`src/rtl/tff_step_ctrl.sv`:
```
// tff_step_ctrl: step controller for a bank of T flip-flops forming a counter
// that wraps at MAX_COUNT.
// A noisy push-button is synchronised and debounced. A press gives one step.
// A long hold gives auto-repeat: the second step comes after REPEAT_DELAY
// cycles, then one step every REPEAT_PERIOD cycles. For each step, the block
// drives registered per-bit toggle enables that move the bank to the next
// up/down count.
//
// Ports:
//   CLK50M  in   system clock; all logic runs on its rising edge
//   RST_N   in   synchronous reset, active-low
//   BUTTON  in   raw asynchronous push-button, active-high
//   UP      in   1 = count up, 0 = count down
//   EN      in   step enable; 0 drops steps (CLEAR still honoured)
//   CLEAR   in   one-cycle request to force the bank to 0
//   Q_IN    in   current Q of the T flip-flop bank
//   T_OUT   out  registered toggle enables to the bank
//   STEP    out  one-cycle pulse, coincident with a non-clear T_OUT update
module tff_step_ctrl #(
    parameter int WIDTH         = 4,
    parameter int MAX_COUNT     = 9,
    parameter int DEB_CYCLES    = 500000,
    parameter int REPEAT_DELAY  = 25000000,
    parameter int REPEAT_PERIOD = 5000000
) (
    input  logic             CLK50M,
    input  logic             RST_N,
    input  logic             BUTTON,
    input  logic             UP,
    input  logic             EN,
    input  logic             CLEAR,
    input  logic [WIDTH-1:0] Q_IN,
    output logic [WIDTH-1:0] T_OUT,
    output logic             STEP
);

    localparam int DW   = $clog2(DEB_CYCLES + 1);
    localparam int TMAX = (REPEAT_DELAY > REPEAT_PERIOD) ? REPEAT_DELAY : REPEAT_PERIOD;
    localparam int TW   = $clog2(TMAX + 1);

    localparam logic [WIDTH-1:0] MAX_V     = WIDTH'(MAX_COUNT);
    localparam logic [DW-1:0]    DEB_LAST  = DW'(DEB_CYCLES - 1);
    localparam logic [TW-1:0]    DELAY_LD  = TW'(REPEAT_DELAY - 1);
    localparam logic [TW-1:0]    PERIOD_LD = TW'(REPEAT_PERIOD - 1);

    typedef enum logic [1:0] {IDLE, HOLD, REPEAT} state_t;

    logic          sync0, btn_s;
    logic [DW-1:0] deb_cnt;
    logic          stable;

    state_t        state, state_nxt;
    logic [TW-1:0] timer, timer_nxt;

    logic             step_req;
    logic [WIDTH-1:0] next_cnt;

    // Two-flop synchroniser followed by the debouncer. Any sample that matches
    // the accepted level restarts the count, so a level is accepted only after
    // it has been held for DEB_CYCLES consecutive samples.
    always_ff @(posedge CLK50M) begin
        if (!RST_N) begin
            sync0   <= 1'b0;
            btn_s   <= 1'b0;
            deb_cnt <= '0;
            stable  <= 1'b0;
        end else begin
            sync0 <= BUTTON;
            btn_s <= sync0;
            if (btn_s == stable) begin
                deb_cnt <= '0;
            end else if (deb_cnt == DEB_LAST) begin
                stable  <= btn_s;
                deb_cnt <= '0;
            end else begin
                deb_cnt <= deb_cnt + DW'(1);
            end
        end
    end

    // FSM state register
    always_ff @(posedge CLK50M) begin
        if (!RST_N) begin
            state <= IDLE;
            timer <= '0;
        end else begin
            state <= state_nxt;
            timer <= timer_nxt;
        end
    end

    // FSM next state. stable can only be 1 in IDLE right after a 0->1
    // change, because IDLE is entered only on reset (stable cleared) or on
    // release (stable == 0). A release also wins over a timer expiry in the
    // same cycle.
    always_comb begin
        state_nxt = state;
        timer_nxt = timer;
        case (state)
            IDLE: begin
                if (stable) begin
                    state_nxt = HOLD;
                    timer_nxt = DELAY_LD;
                end
            end
            HOLD, REPEAT: begin
                if (!stable) begin
                    state_nxt = IDLE;
                end else if (timer == '0) begin
                    state_nxt = REPEAT;
                    timer_nxt = PERIOD_LD;
                end else begin
                    timer_nxt = timer - TW'(1);
                end
            end
            default: state_nxt = IDLE;
        endcase
    end

    // FSM outputs: the step request and the target count, taken from Q_IN
    // in the request cycle. An out-of-range bank value always recovers to 0.
    always_comb begin
        step_req = 1'b0;
        if (stable && (state == IDLE || timer == '0))
            step_req = 1'b1;

        if (Q_IN > MAX_V)
            next_cnt = '0;
        else if (UP)
            next_cnt = (Q_IN == MAX_V) ? '0 : Q_IN + WIDTH'(1);
        else
            next_cnt = (Q_IN == '0) ? MAX_V : Q_IN - WIDTH'(1);
    end

    // Toggle register. CLEAR toggles every set bit, so the bank goes to 0 and
    // any step request in the same cycle is dropped. T_OUT is nonzero for
    // only one cycle at a time.
    always_ff @(posedge CLK50M) begin
        if (!RST_N) begin
            T_OUT <= '0;
            STEP  <= 1'b0;
        end else if (CLEAR) begin
            T_OUT <= Q_IN;
            STEP  <= 1'b0;
        end else if (step_req && EN) begin
            T_OUT <= Q_IN ^ next_cnt;
            STEP  <= 1'b1;
        end else begin
            T_OUT <= '0;
            STEP  <= 1'b0;
        end
    end

endmodule

```
`config.mk`:
```
export PLATFORM = sky130hd
export DESIGN_NAME = tff_step_ctrl
export DESIGN_NICKNAME = d
export VERILOG_FILES = /design/src/rtl/tff_step_ctrl.sv
export SDC_FILE = /design/constraint.sdc
export NUM_CORES = 1
export LEC_CHECK = 0
export ABC_AREA = 1
export BUFFER_PORTS_ARGS = -buffer_cell sky130_fd_sc_hd__buf_2
export CAP_MARGIN = 15
export CORE_UTILIZATION = 29
export CTS_BUF_LIST = sky130_fd_sc_hd__clkbuf_2
export CTS_CLUSTER_DIAMETER = 80
export DETAILED_ROUTE_END_ITERATION = 6
export GPL_TIMING_DRIVEN = 1
export MAX_ROUTING_LAYER = met4
export PLACE_DENSITY_LB_ADDON = 0.05
export SYNTH_ARGS = -nofsm -noshare
export SYNTH_HDL_FRONTEND = slang
export SYNTH_SLANG_ARGS = --single-unit
```
`constraint.sdc`:
```
create_clock -name CLK50M -period 2.9 [get_ports CLK50M]
set_input_delay 0.145 -clock CLK50M [delete_from_list [all_inputs] [get_ports CLK50M]]
set_output_delay 0.145 -clock CLK50M [all_outputs]
set_load 0.02 [all_outputs]
```
Yosys cells after proc, flatten, opt, wreduce, memory -nomap -nowiden
Cells that the tools add are included. W data, S select, Z words.

Memories: 0. Latch bits: 0. Memory bits (writable): 0. Register bits: 54. Bits in read-only memories: 0.

Multiply operators: 0. $lt $le $gt $ge: 1. Divide/modulo/power cells: 0. Muxes and demuxes: 16. Add/sub/neg operators: 4. Equality and inequality tests: 8. Bitwise gates (word level): 3. Shifts and indexed selects: 0. Reductions and logical operators: 13.

Operators with widths (number): $mux W25 (3); $pmux W25 S2 (1); $logic_not A25 Y1 (1); $sub A25 B1 Y25 const B (1); $mux W4 (6); $add A19 B1 Y19 const B (1); $eq A19 B19 Y1 const B (1); $mux W2 (3); $add A4 B1 Y4 const B (1); $eq A4 B4 Y1 const B (1); $gt A4 B4 Y1 const B (1); $logic_not A4 Y1 (1); $ne A2 B2 Y1 const B (2); $pmux W2 S2 (1); $reduce_and A2 Y1 (2); $reduce_or A2 Y1 (2); $sub A4 B1 Y4 const B (1); $xor A4 B4 Y4 (1); $ne A3 B3 Y1 const B (1); $reduce_and A3 Y1 (1); $reduce_or A3 Y1 (1); $eq A2 B1 Y1 const B (1); $eq A2 B2 Y1 const B (1); $logic_and A1 B1 Y1 (2); 6 further kinds (8).

Longest topological paths before layout
Depth in word-level cells: 7. Depth in mapped cells: 10. Gate-level depth less buffers: 10.

Worst setup path after synthesis
OpenSTA, ideal clock, no wires.

Path kind: reg2reg. Start: reg state[0]. End: reg timer[3]. Stages on the path, launching flop included: 10. Required time: 2.772 ns. Clock period less this slack: 1.547 ns. Setup slack: 1.353 ns. Arrival: 1.420 ns. Cells stage by stage: dfxtp_1 inv_1 ha_1 nand2_2 nand2_4 inv_2 nor2_1 xor2_1 nor2_1 nor2_1.

Word-level cells in the longest chain between the ends: 4. Elaborated cells on any way between the ends: 9.

Ends and longest elaborated chain: from (decl) (line 52) `state_t state, state_nxt;`; from (signal assigned) (line 87) `state <= state_nxt;`; $eq A2 B1 Y1 / $eq A2 B2 Y1 (equally long branches) (line 99) `case (state)`; $reduce_or A2 Y1 (line 99); $ne A2 B2 Y1 (no line) / $reduce_bool A2 Y1 (equally long branches); $reduce_and A3 Y1 (no line); to (signal assigned) (line 88) `timer <= timer_nxt;`; to (decl) (line 53) `logic [TW-1:0] timer, timer_nxt;`.

Parallel ways exist; a longest one is shown, timed or not. A chain may end at the register's enable or synchronous reset.

Final worst setup path
Start: reg timer[6]. End: reg timer[19].

Word-level cells in the longest chain between the ends: 4. Elaborated cells on any way between the ends: 5.

Ends and longest elaborated chain: $sub A25 B1 Y25 / $logic_not A25 Y1 (equally long branches) (line 113, 109); $mux W25 * (line 109) `end else if (timer == '0) begin`; $mux W25 * (line 107) `if (!stable) begin`; $pmux W25 S2 * (line 99).

Every way passes the cells marked *; elsewhere a longest branch is shown, timed or not. The select of a mux whose other input is x is not followed.

==> flow_metrics.tcl <==
set metrics [dict create \
    result_of_the_run "finished, final reports clean" \
    synthTopCellsByArea "sky130_fd_sc_hd__dfxtp_1 34%, sky130_fd_sc_hd__nand2_1 15%, sky130_fd_sc_hd__nor2_1 9.6%" \
    yosys.area.top_type "sky130_fd_sc_hd__dfxtp_1" \
    numClockSinks 54 \
    syn_nets 501 \
    firstDrtPassIters 4 \
    cp-end-kind "flop" \
    htree_levels 2 \
    ios 15 \
    startpoint_type_of_the_worst_setup_path "flop" \
    max_freq_ghz 0.539 \
    power.leakage_nw 1.52 \
    fin_crit_ps 1860 \
    via_to_cell_ratio 4.58 \
    cts_buffers 5 \
    cts_tree "done" \
    antenna_violating_nets_post_route 0 \
    timing_hold_violations_final 0 \
    grtUsageTotal_pct 15.9 \
    core_area_sq_mm 0.0105 \
    timing.critical_path.fanout_max 11 \
    first_global_vias 2824 \
    clk_latency_ps 450 \
    multiInputGateArea_sq_mm 0.00182 \
    post_cts.repair.setup_buffers 0 \
    maxUsedRoutingLayer "met4" \
    synth_most_common_cell "sky130_fd_sc_hd__nand2_1" \
    clock_path_buffers 2 \
    syn_inst 486 \
    routedWlPerCell_microns 12.5 \
    ys_dominant_reg_cell "sky130_fd_sc_hd__dfxtp_1" \
    grt_antenna_before_repair 0 \
    drc_errors 0 \
    cap_violations 0 \
    r2r_setup_slack_ps 1040 \
    detailed_routed_wire_length_on_met3_microns 142 \
    met2_wirelength_microns 3790 \
    die_area_sq_mm 0.0113 \
    worst_ir_drop_vdd_uv 132 \
    grt_setup_unrepaired "no" \
    min_from "Q_IN[1]" \
    initial_core_util_pct 30.2 \
    i_o_buffers 14 \
    cts.clk_slew.worst_paths_ps 310 \
    finalWirelength_microns 8050 \
    setup_viol 0 \
    grt_start_max_net_pins 23 \
    synth_common_cells "124 x sky130_fd_sc_hd__nand2_1, 81 x sky130_fd_sc_hd__nor2_1, 56 x sky130_fd_sc_hd__inv_1" \
    m1WireLength_microns 3950 \
    synth_largest_type_area_fraction_pct 34.2 \
    synthesis.area_per_instance_sq_um 6.50 \
    synth_edf_count 0 \
    dp.final_hpwl_microns 6120 \
    cp.arrival_ps 2280 \
    final_worst_clock_skew_ps 40.6 \
    postSynth.asyncResetShare_pct 0 \
    drive_above_1_share_pct 10.4 \
    synth.yosys.warnings 0 \
    criticalPathCategory "reg -> reg" \
    timing.setup.tns_ps 0 \
    worst_setup_path_startpoint "timer[6]$_SDFFE_PN0P_" \
    fp-row-count 37 \
    seq_area_sq_mm 0.00108 \
    share_of_synthesized_area_occupied_by_flip_flops_and_latches_pct 34.2 \
    synthesis.area_sq_mm 0.00316 \
    area.growth.synth_to_final_pct 10.0 \
    vias 2950 \
    finalPower_w 0.00113 \
    num-nets-final 522 \
    crit-reg2reg-launch "timer[6]$_SDFFE_PN0P_" \
    required_ps 3320 \
    antenna_diodes 0 \
    floorplan.die.width_microns 106 \
    max_slew_margin_pct 51.7 \
    power.density_cell_area_mw_per_mm2 326 \
    cts.root.buffer_cell "sky130_fd_sc_hd__clkbuf_2" \
    ys_ff_latch 54 \
    gp_routability_congestion 0.796 \
    grt_pass1_wl_microns 13800 \
    fillCellCount 1183 \
    detailedRoute.firstIterationViolations 125 \
    holdCritPathClass "in -> reg" \
    gr-total-overflow 0 \
    worst_pin_slew_ps 721 \
    die_height_microns 106 \
    tcrit_tclk_final_pct 64.0 \
    synth.distinct_cells 30 \
    final_max_slew_viol_count 0 \
]
area by class of cell:
class / instances / share of cell area [%]
multi-input cells: 364 / 52.3
clock inverters: 3 / 0.612
repair buffers: 20 / 3.67
flip-flops and latches: 54 / 31.1
well taps: 136 / 4.90
inverters: 62 / 6.70
clock buffers: 5 / 0.720
what timing repair did:
| item | 4_1_cts | 5_1_grt |
|---|---|---|
| setup endpoints to repair | 0 | 0 |
| resized for setup | 0 | 0 |
| hold buffers | 5 | 0 |
| hold endpoints to repair | 8 | 0 |
worst max-delay path, stage by stage (launching register included):
cell,delay [ps]
sky130_fd_sc_hd__dfxtp_1,430
sky130_fd_sc_hd__nor2_1,140
sky130_fd_sc_hd__nand2_1,70
sky130_fd_sc_hd__nor2_1,570
sky130_fd_sc_hd__nand3_1,230
sky130_fd_sc_hd__inv_1,130
sky130_fd_sc_hd__nand2_1,50
sky130_fd_sc_hd__nand2_1,50
sky130_fd_sc_hd__nand2_1,50
sky130_fd_sc_hd__a21oi_1,110
sequential cells by signal (all words and copies together) (netlist names):
register	count
timer	25
deb_cnt	19
T_OUT	4
state	2
STEP	1
btn_s	1
stable	1
sync0	1
cells in the final DEF, fill, tap and decap left out, types with 4 or more instances in the layout:
cell / instances
sky130_fd_sc_hd__nand2_1: 124
sky130_fd_sc_hd__nor2_1: 81
sky130_fd_sc_hd__nor2_2: 6
sky130_fd_sc_hd__nor2_4: 4
sky130_fd_sc_hd__xor2_1: 11
sky130_fd_sc_hd__clkbuf_2: 5
sky130_fd_sc_hd__nand3_1: 35
sky130_fd_sc_hd__buf_2: 14
sky130_fd_sc_hd__o21ai_0: 13
sky130_fd_sc_hd__inv_1: 56
sky130_fd_sc_hd__dfxtp_1: 54
sky130_fd_sc_hd__dlygate4sd3_1: 5
sky130_fd_sc_hd__xnor2_1: 7
sky130_fd_sc_hd__ha_1: 5
sky130_fd_sc_hd__a21oi_1: 30
sky130_fd_sc_hd__inv_2: 6
sky130_fd_sc_hd__nand3b_1: 5
sky130_fd_sc_hd__nand4_1: 18
sky130_fd_sc_hd__nor3_1: 5
metrics by stage:
step	util, %	instance area, sq um	hold slack [ps]	setup WS [ps]	cells
finish	33.2	3470	49.8	1040	644
global route	33.2	3470	21.7	719	644
CTS	33.2	3470	4.50	1040	644
detailed placement	32.3	3380	340	1070	631
global placement	32.3	3380	333	1100	631
floorplan	-	3160	223	1350	486
layer usage:
layer,up-vias,track usage [%]
met3,11,2.45
li1,1586,-
met5,-,-
met1,1318,19.6
met4,0,5.56
met2,35,26.2
power by group:
| group | switching, W | leakage [nW] | internal [W] |
|---|---|---|---|
| Combinational | 0.0000409 | 1.05 | 0.0000228 |
| Clock | 0.000256 | 0.0306 | 0.0000609 |
| Sequential | 0.00000156 | 0.436 | 0.000750 |
| Total | 0.000299 | 1.52 | 0.000834 |
kinds of logic after synthesis:
kind of cell               Yosys count  share of synthesized area (%)
AOI/OAI and AO/OA                   49                           8.28
xor gates and xnor gates            18                           4.99
adders and majority gates            5                           1.98
buffers and inverters               68                           8.24
DFF                                 54                           34.2
and+or+nand+nor                    292                           42.3
worst paths after layout:
check / cells after the start / to
hold reg to reg: 2 / btn_s$_SDFF_PN0_
setup / recovery: 9 / timer[19]$_SDFFE_PN0P_
hold / removal: 4 / T_OUT[1]$_SDFF_PN0_
setup reg to reg: 9 / timer[19]$_SDFFE_PN0P_
Power figures use the tool's default switching activity.
